<file path="src/rtl/tristate_bus_arbiter_if.sv">
// tristate_bus_arbiter_if: request/enable bundle between the bus requesters and the arbiter.
interface tristate_bus_arbiter_if #(
   parameter int N = 4
);
   logic [N-1:0]         req;
   logic [N-1:0]         oe;
   logic [$clog2(N)-1:0] gnt_id;
   logic                 busy;
   logic                 timeout;
   modport master (input req, output oe, gnt_id, busy, timeout);
   modport slave (output req, input oe, gnt_id, busy, timeout);
endinterface

</file>
<file path="src/rtl/tristate_bus_arbiter.sv">
// tristate_bus_arbiter: round-robin owner selection for a shared tristate bus,
// with an all-off turnaround gap between owners and a per-tenure hold limit.
module tristate_bus_arbiter #(
   parameter int N        = 4,
   parameter int MAX_HOLD = 8,
   parameter int TURN_CYC = 1
) (
   input logic                   clk,
   input logic                   rst_n,
   tristate_bus_arbiter_if.master bus
);
   localparam int W = $clog2(N);
   typedef enum logic [1:0] {IDLE, GRANT, TURN} state_t;
   state_t       state_q, state_d;
   logic [W-1:0] ptr_q, ptr_d, gnt_q, gnt_d, win, win_hi, win_lo;
   logic [7:0]   hold_q, hold_d;
   logic [3:0]   turn_q, turn_d;
   logic [N-1:0] oe_q, oe_d, hi;
   logic         busy_q, to_q, to_d, grab;
   // Requests at or above the pointer win first; otherwise wrap to the lowest set bit.
   always_comb begin
      hi = '0;
      win_hi = '0;
      win_lo = '0;
      for (int i = 0; i < N; i++) hi[i] = bus.req[i] & (i >= int'(ptr_q));
      for (int i = N - 1; i >= 0; i--) begin
         if (hi[i]) win_hi = W'(i);
         if (bus.req[i]) win_lo = W'(i);
      end
      win = |hi ? win_hi : win_lo;
   end
   always_comb begin
      state_d = state_q;
      ptr_d   = ptr_q;
      gnt_d   = gnt_q;
      hold_d  = hold_q;
      turn_d  = turn_q;
      oe_d    = oe_q;
      to_d    = 1'b0;
      grab    = 1'b0;
      case (state_q)
         IDLE: grab = |bus.req;
         GRANT: begin
            if (!bus.req[gnt_q] || hold_q == 8'(MAX_HOLD)) begin
               state_d = TURN;
               oe_d    = '0;
               gnt_d   = '0;
               hold_d  = '0;
               turn_d  = 4'd1;
               to_d    = bus.req[gnt_q];
            end else begin
               hold_d = hold_q + 8'd1;
            end
         end
         TURN: begin
            if (turn_q == 4'(TURN_CYC)) begin
               state_d = IDLE;
               turn_d  = '0;
               grab    = |bus.req;
            end else begin
               turn_d = turn_q + 4'd1;
            end
         end
         default: state_d = IDLE;
      endcase
      if (grab) begin
         state_d = GRANT;
         oe_d    = N'(1) << win;
         gnt_d   = win;
         hold_d  = 8'd1;
         ptr_d   = (win == W'(N - 1)) ? '0 : win + W'(1);
      end
   end
   always_ff @(posedge clk or negedge rst_n) begin
      if (!rst_n) begin
         state_q <= IDLE;
         ptr_q   <= '0;
         gnt_q   <= '0;
         hold_q  <= '0;
         turn_q  <= '0;
         oe_q    <= '0;
         busy_q  <= 1'b0;
         to_q    <= 1'b0;
      end else begin
         state_q <= state_d;
         ptr_q   <= ptr_d;
         gnt_q   <= gnt_d;
         hold_q  <= hold_d;
         turn_q  <= turn_d;
         oe_q    <= oe_d;
         busy_q  <= |oe_d;
         to_q    <= to_d;
      end
   end
   assign bus.oe      = oe_q;
   assign bus.gnt_id  = gnt_q;
   assign bus.busy    = busy_q;
   assign bus.timeout = to_q;
endmodule

</file>
<file path="src/flat_wrapper.sv">
// flat-port wrapper written by rule: the top's interface ports become plain ports
module tristate_bus_arbiter_flat 
#(
   parameter int N        = 4,
   parameter int MAX_HOLD = 8,
   parameter int TURN_CYC = 1
)
  (clk, rst_n, bus_req, bus_oe, bus_gnt_id, bus_busy, bus_timeout);
  tristate_bus_arbiter_if #(.N(N)) bus_i ();
  input logic clk;
  input logic rst_n;
  input wire logic [$bits(bus_i.req)-1:0] bus_req;
  output wire logic [$bits(bus_i.oe)-1:0] bus_oe;
  output wire logic [$bits(bus_i.gnt_id)-1:0] bus_gnt_id;
  output wire logic [$bits(bus_i.busy)-1:0] bus_busy;
  output wire logic [$bits(bus_i.timeout)-1:0] bus_timeout;
  assign bus_i.req = bus_req;
  assign bus_oe = bus_i.oe;
  assign bus_gnt_id = bus_i.gnt_id;
  assign bus_busy = bus_i.busy;
  assign bus_timeout = bus_i.timeout;
  tristate_bus_arbiter #(.N(N), .MAX_HOLD(MAX_HOLD), .TURN_CYC(TURN_CYC)) u_core (.clk(clk), .rst_n(rst_n), .bus(bus_i));
endmodule
</file>
<file path="config.mk">
export PLATFORM = sky130hd
export DESIGN_NAME = tristate_bus_arbiter_flat
export DESIGN_NICKNAME = d
export VERILOG_FILES = /design/src/rtl/tristate_bus_arbiter_if.sv /design/src/rtl/tristate_bus_arbiter.sv /design/src/flat_wrapper.sv
export SDC_FILE = /design/constraint.sdc
export NUM_CORES = 1
export LEC_CHECK = 0
export ABC_AREA = 1
export CAP_MARGIN = 20
export CORE_MARGIN = 2
export CORE_UTILIZATION = 55
export CTS_CLUSTER_DIAMETER = 100
export DETAILED_ROUTE_END_ITERATION = 10
export PLACE_DENSITY = 0.78
export RECOVER_POWER = 25
export SLEW_MARGIN = 30
export SYNTH_ARGS = -nofsm -noshare
export SYNTH_HDL_FRONTEND = slang
export SYNTH_SLANG_ARGS = --single-unit
</file>
<file path="constraint.sdc">
create_clock -name clk -period 1.9 [get_ports clk]
set_input_delay 0.38 -clock clk [delete_from_list [all_inputs] [get_ports clk]]
set_output_delay 0.38 -clock clk [all_outputs]
set_load 0.02 [all_outputs]
</file>
# After elaboration in Yosys (flattened, before gate mapping)
# Index checks and enable logic that the tools add are counted.
[classes]
addsub = 3
magnitude_cmp = 4
eq_ne = 9
shifts = 1
mux = 31
bitwise_logic = 3
reduce_logical = 12
[op_table]
columns = ["operator", "count"]
rows = [
  ["$mux W2", 15],
  ["$mux W8", 3],
  ["$mux W4", 5],
  ["$reduce_or A4 Y1", 3],
  ["$add A8 B1 Y8 const B", 1],
  ["$eq A8 B4 Y1 const B", 1],
  ["$pmux W4 S2", 1],
  ["$ne A3 B1 Y1 const B", 2],
  ["$pmux W2 S3", 1],
  ["$reduce_bool A2 Y1", 3],
  ["$add A4 B1 Y4 const B", 1],
  ["$eq A2 B2 Y1 const B", 2],
  ["$eq A4 B1 Y1 const B", 1],
  ["$ge A1 B2 Y1 const A", 2],
  ["$mux W1", 4],
  ["$ne A2 B1 Y1 const B", 2],
  ["$reduce_and A2 Y1", 2],
  ["$shl A1 B2 Y4 const A", 1],
  ["$and A1 B1 Y1", 3],
  ["$lt A2 B3 Y1 const B", 1],
  ["$reduce_and A3 Y1", 1],
  ["$add A2 B1 Y2 const B", 1],
  ["$bmux W1 S2", 1],
  ["$eq A2 B1 Y1 const B", 1],
  ["5 further kinds", 5],
]
[totals]
reg_bits = 24
wordCells = 71

# Logic depth before layout (Yosys ltp)
# Gate-level depths: netlist of run 1.
[logic_depth]
depth_word = 9
mapped_depth = 12
mapped_depth_nobuf = 11

# Worst setup path before layout of run 1
# OpenSTA, ideal clock, no wires.
[synth_timing]
kind = "input to register"
start = "input bus_req[1]"
end = "register u_core.busy_q, in the netlist u_core.bus.busy"
arrival_ns = 1.439
setup_slack_ns = 0.342
cell_stages = 11
path_buffers = 0
cell_sequence = "inv_1 nor2_1 nor2_1 nand3_1 o21ai_1 inv_1 ha_1 nand2_1 nand2_2 nor2_1 nand2_1"
[synth_between]
elab_chain_len = 8
elab_cells_between_ends = 19
[synth_lines]
columns = ["element", "line_no", "text"]
rows = [
  ["start: declaration", "flat_wrapper.sv:12", "input wire logic [$bits(bus_i.req)-1:0] bus_req;"],
  ["$bmux W1 S2", "tristate_bus_arbiter.sv:44", "if (!bus.req[gnt_q] || hold_q == 8'(MAX_HOLD)) begin"],
  ["$mux W1 (not written as such)", "tristate_bus_arbiter.sv:44", ""],
  ["$logic_not A1 Y1", "tristate_bus_arbiter.sv:44", ""],
  ["$logic_or A1 B1 Y1", "tristate_bus_arbiter.sv:44", ""],
  ["$mux W4", "tristate_bus_arbiter.sv:44", ""],
  ["$mux W4", "tristate_bus_arbiter.sv:41", "case (state_q)"],
  ["$mux W4 (*)", "tristate_bus_arbiter.sv:66", "if (grab) begin"],
  ["via u_core.oe_d[2]", "tristate_bus_arbiter.sv:18", "logic [N-1:0] oe_q, oe_d, hi;"],
  ["$reduce_or A4 Y1 (*)", "tristate_bus_arbiter.sv:91", "busy_q <= |oe_d;"],
  ["end signal: assignment", "tristate_bus_arbiter.sv:91", ""],
  ["end: declaration", "tristate_bus_arbiter.sv:19", "logic busy_q, to_q, to_d, grab;"],
]
# The timed path passes the listed nets; every way through them passes the cells marked *. The select of a mux whose other input is x is not followed.
# A chain may end at the register's enable or synchronous reset.

# Worst setup path in the final report of run 1
[layout_timing]
start = "register u_core.gnt_q[0], in the netlist u_core.bus.gnt_id[0]"
end = "output bus_gnt_id[0]"
[layout_rtl]
columns = ["element", "line_no", "text"]
rows = [
  ["start: declaration", "tristate_bus_arbiter.sv:15", "logic [W-1:0] ptr_q, ptr_d, gnt_q, gnt_d, win, win_hi, win_lo;"],
  ["start signal: assignment", "tristate_bus_arbiter.sv:87", "gnt_q <= gnt_d;"],
  ["end: declaration", "flat_wrapper.sv:14", "output wire logic [$bits(bus_i.gnt_id)-1:0] bus_gnt_id;"],
]
# No word-level cell between the ends.

==> results of run 1 <==
## worst paths after layout
kind,endpoint,slack [ps],cells past startpoint
setup / recovery,bus_gnt_id[0],110,1
hold / removal,u_core.hold_q[7],550,2
setup reg to reg,u_core.bus.busy,260,10
hold reg to reg,u_core.hold_q[7],550,2
max in group asynchronous,u_core.turn_q[0],390,2
min in group asynchronous,u_core.hold_q[4],760,2
## worst reg2reg max path: cells and delay by family, from the launching register on
family	cells	cell delay (ps)
adders and majority gates	1	190
and+or+nand+nor	5	410
AOI/OAI and AO/OA	2	390
buffers and inverters	2	160
DFF	1	410
## power by group
part           switching, mW  total, mW  internal (mW)
logic                  0.735       1.27          0.536
clock network          0.162      0.375          0.213
registers              0.128      0.790          0.663
total                   1.02       2.44           1.41
## state kept, by name, summed over array words and instances (netlist names)
name,flops
u_core.bus.busy,1
u_core.bus.gnt_id,2
u_core.bus.oe,4
u_core.bus.timeout,1
u_core.hold_q,8
u_core.ptr_q,2
u_core.state_q,2
u_core.turn_q,4
## final cells by class
type                            count  area [sq um]  area share (%)
Timing Repair Buffer               25           229            13.6
Clock buffer                        3          22.5            1.34
Tap cell                           30          37.5            2.23
Inverter                           31           116            6.90
Multi-Input combinational cell    111           649            38.5
Clock inverter                      1          30.0            1.78
Sequential cell                    24           601            35.6
## kinds of logic (layout without fill, tap and decap cells)
| logic type | Yosys count | after routing | synth area share (%) |
|---|---|---|---|
| AND/OR/NAND/NOR | 73 | 73 | 24.9 |
| flip-flops | 24 | 24 | 43.8 |
| adder cells (fa/ha/maj) | 8 | 8 | 7.29 |
| AO/OA/AOI/OAI | 22 | 22 | 8.84 |
| buffers and inverters | 33 | 60 | 10.1 |
| XOR/XNOR | 8 | 8 | 5.11 |
## cell usage after synthesis
cell	number
or2_2	1
a21oi_2	1
xor2_1	6
buf_6	2
nor2_4	1
nand3_1	12
nand2_1	26
inv_1	24
nor2_1	16
o22ai_1	5
o21ai_0	3
nand2_4	1
nor2_2	1
dfrtp_1	24
ha_1	8
nand2_2	7
nor3_1	5
xnor2_1	2
nor3b_1	1
nand4_1	2
inv_2	7
a31oi_1	1
a21oi_1	2
o21ai_1	10
## repair_timing
item	CTS	global route
setup buffers	0	0
setup endpoints to repair	0	2
resized for setup	0	4
## routing by layer
layer	share of wire, %	vias to the layer above	wire, microns
met3	2.6	9	70
met4	2.3	0	63
met1	44	567	1200
met2	51	22	1370
met5	0	-	0
li1	-	587	-
## placed cells by master, fill, tap and decap left out, drive strengths merged, types with 4 or more instances in the layout
master	n
xor2	6
nor2	18
nor3	5
ha	8
nand3	12
dfrtp	24
inv	31
o22ai	5
clkdlybuf4s50	13
buf	11
o21ai	13
nand2	34
clkbuf	4
==> impl_metrics.py, run 1 <==
metrics = {
    "worst_setup_path": {
        "cpMaxStageDelayCell": "clkdlybuf4s50_1",
        "crit_fanout": 5,
        "critPathTopFamily": "buffers and inverters",
        "cp_cell_sequence": "clkdlybuf4s50_1",
        "startpoint_type": "flip-flop",
        "crit_type": "reg2out",
        "end_kind": "primary output",
        "slowest_delay_ps": 640,
        "crit_buf_inv": 1,
        "cp.arrival_ps": 1410,
        "startpoint": "u_core.bus.gnt_id[0]",
        "critPathRequiredTime_ps": 1520,
        "reg2reg_from": "u_core.ptr_q[1]",
    },
    "cells_and_area": {
        "fin_cells": 225,
        "final_util_pct": 69.9,
        "final_cell_area_sq_mm": 0.00169,
        "drive_gt1_share_pct": 19.5,
        "nets": 210,
        "area_delta_synth_final_pct": 22.8,
        "diodes": 0,
        "fillers": 188,
    },
    "global_routing": {
        "grtUsageMet2_pct": 35.8,
        "grt_max_degree": 25,
        "grt_use_met1_pct": 26.9,
        "grt_overflow": 0,
        "busiest_layer": "met2",
        "grt_use_met3_pct": 3.06,
        "first_global_vias": 1090,
        "grt_pass1_wl_microns": 4480,
        "antenna_found_initial": 0,
        "grt_usage_pct": 21.4,
    },
    "floorplanning": {
        "start_util_pct": 57.0,
        "die_area_sq_mm": 0.00291,
        "coreArea_sq_mm": 0.00241,
        "fp.dieH_microns": 54.0,
        "num_rows": 18,
        "die-width_microns": 54.0,
        "io_pins": 14,
    },
    "clock_tree": {
        "clkSlewWorstSetupHoldPaths_ps": 140,
        "cts_buffers": 3,
        "tritoncts": "yes",
        "clock_latency_ps": 320,
        "cts_sinks": 24,
        "htreeDepth": 1,
        "holdBufCountCts": 0,
        "root_buffer": "clkbuf_4",
        "cts_buffer_depth": 2,
    },
    "synthesis": {
        "synth.distinct_cells": 24,
        "syn-cell-area_sq_mm": 0.00137,
        "seq_area_frac_synth_pct": 43.8,
        "syn_inst": 168,
        "synthTopCellsByArea": "dfrtp_1 44%, ha_1 7.3%, nand2_1 7.1%",
        "synth_top_cell_area_share_pct": 43.8,
        "yosysTopAreaCell": "dfrtp_1",
        "yosys_warnings": 0,
        "ys_ff_latch": 24,
        "synth_nets": 182,
        "avgSynthCellArea_sq_um": 8.17,
    },
    "drt": {
        "wl_microns": 2700,
        "antenna_left": 0,
        "drc_errors": 0,
        "via_count": 1185,
        "firstDrtPassIters": 4,
        "viasPerCell": 5.27,
        "drt_iter0_drc": 12,
        "wl_per_cell_microns": 12.0,
    },
    "run_status": {
        "outcome": "finished, final reports clean",
    },
    "timing": {
        "drv_slew": 0,
        "tns_ps": 0,
        "setup_viol": 0,
        "worst_pin_slew_ps": 1280,
        "hold_viol_final": 0,
        "whs_ps": 549,
        "slew_headroom_pct": 14.6,
        "fin_crit_ps": 1790,
        "fin_ws_ps": 111,
        "skew_ps": 2.60,
        "fin_crit_sh_pct": 94.2,
        "fmax_ghz": 0.559,
    },
    "power_and_ir_drop": {
        "p_leak_nw": 0.802,
        "p_per_area_mw_per_mm2": 1450,
        "power_mw": 2.44,
        "ir_drop_mv": 1.05,
    },
    "placed_design": {
        "io_buffers": 13,
        "gp_congestion": 0.796,
        "placedCellCount": 221,
        "place_area_sq_mm": 0.00162,
        "dp_slack_ps": -312,
        "hpwl_microns": 2030,
    },
    "flow_run": {
        "maxCapViolCount": 0,
    },
    "worst_hold_path": {
        "worstHoldStart": "u_core.hold_q[7]",
        "hold_class": "reg2reg",
    },
}
No activity file was read; power rests on OpenSTA's default activity.
==> inputs of run 2 (changes only) <==
Settings changed: CTS_CLUSTER_DIAMETER 100 to unset.
==> results of run 2 <==
Final layout, timing and power as in run 1 (identical DEF).
